### src/rtl/line_code_serializer_if.sv
// Word handshake between a word source and the line code serializer.
interface line_code_serializer_if #(
   parameter int unsigned DATA_W = 8
) ();
   logic [1:0]        mode;
   logic [DATA_W-1:0] in_data;
   logic              in_valid;
   logic              in_ready;

   modport master (output mode, output in_data, output in_valid, input in_ready);
   modport slave  (input mode, input in_data, input in_valid, output in_ready);
endinterface

### src/rtl/line_code_serializer.sv
// Parallel-to-serial line encoder: NRZ, Manchester, differential Manchester, NRZI.
// Two clock cycles (half-bits) per data bit; words stream gaplessly when offered in time.
module line_code_serializer #(
   parameter int unsigned DATA_W     = 8,
   parameter bit          MSB_FIRST  = 1'b1,
   parameter bit          IDLE_LEVEL = 1'b0
) (
   input  logic                   clk,
   input  logic                   reset_b,
   line_code_serializer_if.slave  bus,
   output logic                   line_out,
   output logic                   line_en,
   output logic                   done
);

   localparam int unsigned    CntW    = (DATA_W > 1) ? $clog2(DATA_W) : 1;
   localparam logic [CntW-1:0] LastCnt = CntW'(DATA_W - 1);

   localparam logic [0:0] StIdle   = 1'b0;
   localparam logic [0:0] StActive = 1'b1;

   localparam logic [1:0] ModeNrz  = 2'd0;
   localparam logic [1:0] ModeMan  = 2'd1;
   localparam logic [1:0] ModeDiff = 2'd2;
   localparam logic [1:0] ModeNrzi = 2'd3;

   logic [0:0]        state_q, state_d;
   logic [DATA_W-1:0] word_q, word_d;
   logic [1:0]        mode_q, mode_d;
   logic [CntW-1:0]   bit_cnt_q, bit_cnt_d;
   logic              phase_q, phase_d;
   logic              line_q, line_d;
   logic              en_q, en_d;

   logic last;
   logic ready;
   logic accept;

   // Position of the n-th transmitted bit inside the word.
   function automatic logic [CntW-1:0] bit_idx(input logic [CntW-1:0] n);
      return MSB_FIRST ? (LastCnt - n) : n;
   endfunction

   // First half-bit level from mode, bit value and the line level before the boundary.
   function automatic logic first_half(input logic [1:0] m, input logic b, input logic p);
      logic lvl;
      case (m)
         ModeNrz, ModeMan: lvl = b;
         ModeDiff:         lvl = p ^ ~b;
         default:          lvl = p ^ b;
      endcase
      return lvl;
   endfunction

   assign last         = (state_q == StActive) && (bit_cnt_q == LastCnt) && phase_q;
   assign ready        = reset_b && ((state_q == StIdle) || last);
   assign accept       = bus.in_valid && ready;
   assign bus.in_ready = ready;
   assign done         = last;
   assign line_out     = line_q;
   assign line_en      = en_q;

   // Next-state: word accept has priority, otherwise step through half-bits.
   always_comb begin
      state_d   = state_q;
      word_d    = word_q;
      mode_d    = mode_q;
      bit_cnt_d = bit_cnt_q;
      phase_d   = phase_q;
      line_d    = line_q;
      en_d      = en_q;
      if (accept) begin
         state_d   = StActive;
         word_d    = bus.in_data;
         mode_d    = bus.mode;
         bit_cnt_d = '0;
         phase_d   = 1'b0;
         en_d      = 1'b1;
         line_d    = first_half(bus.mode, bus.in_data[bit_idx('0)], line_q);
      end else if (state_q == StActive) begin
         if (!phase_q) begin
            phase_d = 1'b1;
            // NRZ/NRZI repeat the level; Manchester variants always invert mid-bit.
            line_d  = (mode_q == ModeNrz || mode_q == ModeNrzi) ? line_q : ~line_q;
         end else if (last) begin
            state_d = StIdle;
            en_d    = 1'b0;
            // Differential codes keep their phase reference across idle gaps.
            line_d  = (mode_q == ModeNrz || mode_q == ModeMan) ? IDLE_LEVEL : line_q;
         end else begin
            phase_d   = 1'b0;
            bit_cnt_d = bit_cnt_q + CntW'(1);
            line_d    = first_half(mode_q, word_q[bit_idx(bit_cnt_q + CntW'(1))], line_q);
         end
      end
   end

   // State registers; reset drops any word in flight.
   always_ff @(posedge clk or negedge reset_b) begin
      if (!reset_b) begin
         state_q   <= StIdle;
         word_q    <= '0;
         mode_q    <= ModeNrz;
         bit_cnt_q <= '0;
         phase_q   <= 1'b0;
         line_q    <= IDLE_LEVEL;
         en_q      <= 1'b0;
      end else begin
         state_q   <= state_d;
         word_q    <= word_d;
         mode_q    <= mode_d;
         bit_cnt_q <= bit_cnt_d;
         phase_q   <= phase_d;
         line_q    <= line_d;
         en_q      <= en_d;
      end
   end

endmodule

### src/flat_wrapper.sv
// flat-port wrapper written by rule: the top's interface ports become plain ports
module line_code_serializer_flat 
#(
   parameter int unsigned DATA_W     = 8,
   parameter bit          MSB_FIRST  = 1'b1,
   parameter bit          IDLE_LEVEL = 1'b0
)
  (clk, reset_b, line_out, line_en, done, bus_mode, bus_in_data, bus_in_valid, bus_in_ready);
  line_code_serializer_if #(.DATA_W(DATA_W)) bus_i ();
  input  logic clk;
  input  logic reset_b;
  output logic line_out;
  output logic line_en;
  output logic done;
  input wire logic [$bits(bus_i.mode)-1:0] bus_mode;
  input wire logic [$bits(bus_i.in_data)-1:0] bus_in_data;
  input wire logic [$bits(bus_i.in_valid)-1:0] bus_in_valid;
  output wire logic [$bits(bus_i.in_ready)-1:0] bus_in_ready;
  assign bus_i.mode = bus_mode;
  assign bus_i.in_data = bus_in_data;
  assign bus_i.in_valid = bus_in_valid;
  assign bus_in_ready = bus_i.in_ready;
  line_code_serializer #(.DATA_W(DATA_W), .MSB_FIRST(MSB_FIRST), .IDLE_LEVEL(IDLE_LEVEL)) u_core (.clk(clk), .reset_b(reset_b), .bus(bus_i), .line_out(line_out), .line_en(line_en), .done(done));
endmodule
### config.mk
export PLATFORM = sky130hd
export DESIGN_NAME = line_code_serializer_flat
export DESIGN_NICKNAME = d
export VERILOG_FILES = /design/src/rtl/line_code_serializer_if.sv /design/src/rtl/line_code_serializer.sv /design/src/flat_wrapper.sv
export SDC_FILE = /design/constraint.sdc
export NUM_CORES = 1
export LEC_CHECK = 0
export ABC_CLOCK_PERIOD_IN_PS = 2700
export CAP_MARGIN = 10
export CORE_MARGIN = 5
export CORE_UTILIZATION = 49
export CTS_CLUSTER_DIAMETER = 100
export DETAILED_ROUTE_END_ITERATION = 8
export PLACE_DENSITY = 0.83
export SLEW_MARGIN = 20
export SYNTH_ARGS = -nofsm -noshare
export SYNTH_HDL_FRONTEND = slang
export SYNTH_SLANG_ARGS = --single-unit
### constraint.sdc
create_clock -name clk -period 2.7 [get_ports clk]
set_clock_uncertainty 0.15 [all_clocks]
set_input_delay 0.54 -clock clk [delete_from_list [all_inputs] [get_ports clk]]
set_output_delay 0.54 -clock clk [all_outputs]
set_load 0.03 [all_outputs]
-- Word level (Yosys, flattened, before mapping)
Cells that the tools add are included.
- flip-flop bits (word level): 17
- bits in latches: 0
- bits in writable memories: 0
- ROM bits: 0
- input bits: 13
- output and inout bits: 4
- logic and storage cells: 70
- memories: 0
- add/subtract/negate cells: 2
- $mul: 0
- div/mod/pow operators: 0
- order comparisons: 1
- equal/unequal tests: 9
- shifts and indexed selects: 0
- mux-type cells: 26
- bitwise gates (word level): 8
- reductions and logical operators: 17
- operators with widths (kind ; number):
    2-to-1 mux 1 bit ; 19
    2-to-1 mux 3 bit ; 4
    AND reduction 3 bit ; 3
    equality test 2 bit (second input constant) ; 3
    nonzero test 2 bit ; 3
    equality test 2 x 1 -> 1 bit (second input constant) ; 2
    logical AND 1 bit ; 4
    logical NOT 2 bit ; 2
    less-than comparator 3 x 4 -> 1 bit (second input constant) ; 1
    inequality test 4 bit (second input constant) ; 1
    NOT 1 bit ; 4
    case mux 1 bit (2 select lines) ; 2
    OR reduction 2 bit ; 2
    bitwise XOR 1 bit ; 4
    adder 3 x 1 -> 3 bit (second input constant) ; 1
    binary-select mux 1 bit (select 3 bit) ; 1
    equality test 3 bit (second input constant) ; 1
    logical OR 1 bit ; 3
    inequality test 3 x 1 -> 1 bit (second input constant) ; 1
    subtractor 3 bit (first input constant) ; 1
    inequality test 2 bit (second input constant) ; 1

-- Depth between registers and ports, before layout
- word-level depth: 11
- gate-level depth with buffers: 8
- gate-level depth less buffers: 7

-- Least setup slack after synthesis
No wires, ideal clock.
- path type: reg2reg
- start point: reg u_core.bit_cnt_q[0]
- end point: reg u_core.line_q, in the netlist u_core.line_out
- setup time: 0.127 ns
- arrival time: 1.737 ns
- required time: 2.423 ns
- path slack: 0.686 ns
- cell stages (with the launch flop): 7
- path buffers: 0
- path through: dfrtp_1 -> ha_1 -> ha_1 -> mux4_2 -> xor2_1 -> a21oi_1 -> o22ai_1
- word-level cells in the longest chain between the ends: 11
- elaborated cells between the ends (all ways): 22
- classes of those cells: add/sub (2); eq/ne (3); mux (7); bitwise (3); reduce/logical (7)
- RTL lines (what ; line ; text):
    start: declaration ; line_code_serializer.sv:30 ; logic [CntW-1:0] bit_cnt_q, bit_cnt_d;
    start signal: assignment ; line_code_serializer.sv:112 ; bit_cnt_q <= bit_cnt_d;
    adder 3 x 1 -> 3 bit ; line_code_serializer.sv:93 ; line_d = first_half(mode_q, word_q[bit_idx(bit_cnt_q + CntW'(1))], line_q);
    subtractor 3 bit ; line_code_serializer.sv:41 ; return MSB_FIRST ? (LastCnt - n) : n;
    binary-select mux 1 bit (select 3 bit) ; line_code_serializer.sv:93 ;
    2-to-1 mux 1 bit (implied by the code) ; line_code_serializer.sv:93 ;
    NOT 1 bit ; line_code_serializer.sv:49 ; ModeDiff: lvl = p ^ ~b;
    bitwise XOR 1 bit ; line_code_serializer.sv:49 ;
    case mux 1 bit (2 select lines) ; line_code_serializer.sv:47 ; case (m)
    2-to-1 mux 1 bit ; line_code_serializer.sv:85 ; end else if (last) begin
    2-to-1 mux 1 bit ; line_code_serializer.sv:81 ; if (!phase_q) begin
    2-to-1 mux 1 bit ; line_code_serializer.sv:80 ; end else if (state_q == StActive) begin
    2-to-1 mux 1 bit ; line_code_serializer.sv:72 ; if (accept) begin
    end signal: assignment ; line_code_serializer.sv:114 ; line_q <= line_d;
    end: declaration ; line_code_serializer.sv:32 ; logic line_q, line_d;
Several ways; a longest one is shown, not always the timed one. The select of a mux whose other input is x is not followed.
A chain may end at the register's enable or synchronous reset.

-- Final worst setup path
- start point: reg u_core.bit_cnt_q[0]
- end point: out done
- word-level cells in the longest chain between the ends: 3
- RTL lines (what ; line ; text):
    equality test 3 bit ; line_code_serializer.sv:55 ; assign last = (state_q == StActive) && (bit_cnt_q == LastCnt) && phase_q;
    logical AND 1 bit (2 in series) ; line_code_serializer.sv:55 ;
    end: declaration ; flat_wrapper.sv:14 ; output logic done;
No other way between the ends.

==> results.toml <==
[critical_path]
start_kind = "flop"
path_buf_inv = 1
worstSetupPathType = "flop to output port"
crit_fanout = 6
max_stage_delay_ps = 510
slowest_stage = "dfrtp_1"
cp.arrival_ps = 1790
crit_family = "flip-flops"
cp_common_cell = "ha_1"
cp-end-kind = "output port"
crit_chain = "ha_1 > ha_1 > and3_1 > dlygate4sd2_1"
critPathRequiredTime_ps = 2010

[logic_synthesis]
synth_seq_cells = 17
avgSynthCellArea_um2 = 9.479
syn-cell-area_um2 = 872.1
seq_area_frac_synth = 0.4878
synthCells = 92
ys_warn_count = 0
syn-num-nets = 110
yosysUniqueCellTypes = 21

[floorplan]
die_h_um = 52.19
initial_utilization = 0.5106
die-area_mm2 = 0.002723
row_count = 15
core_area_mm2 = 0.001708
ioPinCount = 17
die_w_um = 52.19

[power_and_ir_drop]
ir_worst_vdd_uv = 442.8
leakage_uw = 0.0005404
power.density_mw_per_mm2 = 1064

[detailed_routing]
vias = 684
wire_per_inst_um = 12.86
drt_iter0_markers = 6
ant_nets = 0
drc_errors = 0
firstDrtPassIters = 4
wl_mm = 1.749
viasPerCell = 5.029

[global_route]
grt_remaining_overflow = 0
grt_pass1_vias = 721
grt_usage = 0.1505
grt_max_degree = 18
antenna_found_initial = 0
grt_pass1_wl_mm = 3.036

[clocking]
clk_latency_ps = 280
tritoncts = "done"
holdBufCountCts = 0
clock_sinks = 17
cts.clk_slew.worst_paths_ps = 100
cts_buffer_depth = 2
cts_root_buffer = "clkbuf_4"
postCtsSetupBuffers = 0
numCtsBuffers = 3
cts_resized = 1
cts_max_level = 1

[timing]
finalSetupTns_ps = 0
setup_ws_ps = 219.2
setup_violations = 0
max_freq_mhz = 403.1
worstMarginPinSlew_ps = 498.3
finalHoldViolations = 0
slew_headroom = 0.6668
period_share = 0.9188
slew_violations = 0
rsz0062_at_grt = "false"
fin_crit_ps = 2481

[layout]
nets = 130
layout_commonest_cell = "nand2_1"
areaGrowthSynthToFinish_pct = 24.25
final_cell_mix = "32 x nand2_1, 17 x dfrtp_1, 14 x clkdlybuf4s50_1"
drive_above_1_share = 0.09009
antenna_cells = 0

[placement]
dp_hpwl_mm = 1.349
pre_cts_slack_ps = 270.6
io_buffers = 16
gp_congestion = 0.8427

[min_path]
hp-class = "flop to flop"

[outcome]
outcome = "finished clean"

[run]
cap_violations = 0
## metal layers
layer,track usage,part of all wire,up-vias
met5,0,0,-
met4,0.05957,0.012,0
met3,0.02564,0.034,2
met2,0.2573,0.51,11
met1,0.1876,0.45,330
li1,-,-,341
## registers in the layout (all words and copies together) (netlist names)
name	flops
u_core.line_en	1
u_core.word_q	8
u_core.line_out	1
u_core.phase_q	1
u_core.mode_q	2
u_core.state_q	1
u_core.bit_cnt_q	3
## logic make-up after synthesis
| group | share of synthesized area |
|---|---|
| AND/OR/NAND/NOR | 0.1894 |
| flip-flops | 0.4878 |
| AO/OA/AOI/OAI | 0.06887 |
| multiplexers | 0.09756 |
| buffers and inverters | 0.03442 |
| XOR/XNOR | 0.05021 |
| adder cells (fa/ha/maj) | 0.07174 |
## power by group
part | total (µW) | internal (µW) | switching (µW)
clock | 135 | 55.0 | 79.8
sequential | 480 | 374 | 106
combinational | 538 | 260 | 278
## worst reg2reg max path, stage by stage (launching register included)
cell,delay (ps)
dfrtp_1,490
ha_1,250
ha_1,310
mux4_2,510
xor2_1,180
a21oi_1,160
o22ai_1,90
## cell usage after synthesis
library cell  number  area (µm²)
ha_1               5       62.56
and3_1             2       12.51
o22ai_1            1       6.260
buf_1              1       3.750
clkbuf_1           1       3.750
mux2_2             2       22.52
mux2i_1            4       40.04
nand2_1           32       120.1
a31oi_1            1       6.260
and2_1             1       6.260
xnor2_1            1       8.760
xor2_1             4       35.03
o21ai_0            5       25.02
nor2_1             3       11.26
a21oi_1            3       15.01
a21boi_0           1       7.510
nand3_1            3       15.01
mux4_2             1       22.52
dfrtp_1           17       425.4
buf_6              1       11.26
inv_1              3       11.26
## metrics by stage
step                cells  area [µm²]    util  hold WS, ps  total power (µW)
floorplan              92       872.1       -        94.41             876.3
global placement      132        1057  0.6190        317.2             985.4
detailed placement    132        1057  0.6190        320.1              1024
CTS                   136        1084  0.6344        344.2              1159
global route          136        1084  0.6344        375.3              1250
finish                136        1084  0.6344        341.9              1153
## path summary, 6_finish.rpt
check / from / to / slack (ps) / depth (start not counted)
max in group asynchronous: reset_b / u_core.word_q[5]$_DFFE_PN0P_ / 1680 / 2
max: u_core.bit_cnt_q[0]$_DFFE_PN0P_ / done / 220 / 4
max reg2reg: u_core.bit_cnt_q[0]$_DFFE_PN0P_ / u_core.line_out$_DFFE_PN0P_ / 440 / 6
min reg2reg: u_core.word_q[5]$_DFFE_PN0P_ / u_core.word_q[5]$_DFFE_PN0P_ / 340 / 2
min in group asynchronous: reset_b / u_core.line_out$_DFFE_PN0P_ / 530 / 2
min: u_core.word_q[5]$_DFFE_PN0P_ / u_core.word_q[5]$_DFFE_PN0P_ / 340 / 2
## final cells by class
cell class | instances | area, µm²
clock buffers | 3 | 22.52
repair buffers | 18 | 171.4
inverters | 3 | 11.26
fillers | 136 | 624.3
multi-input cells | 69 | 416.7
clock inverters | 1 | 5.005
flip-flops and latches | 17 | 425.4
well taps | 25 | 31.28
No activity file was read; power rests on OpenSTA's default activity.
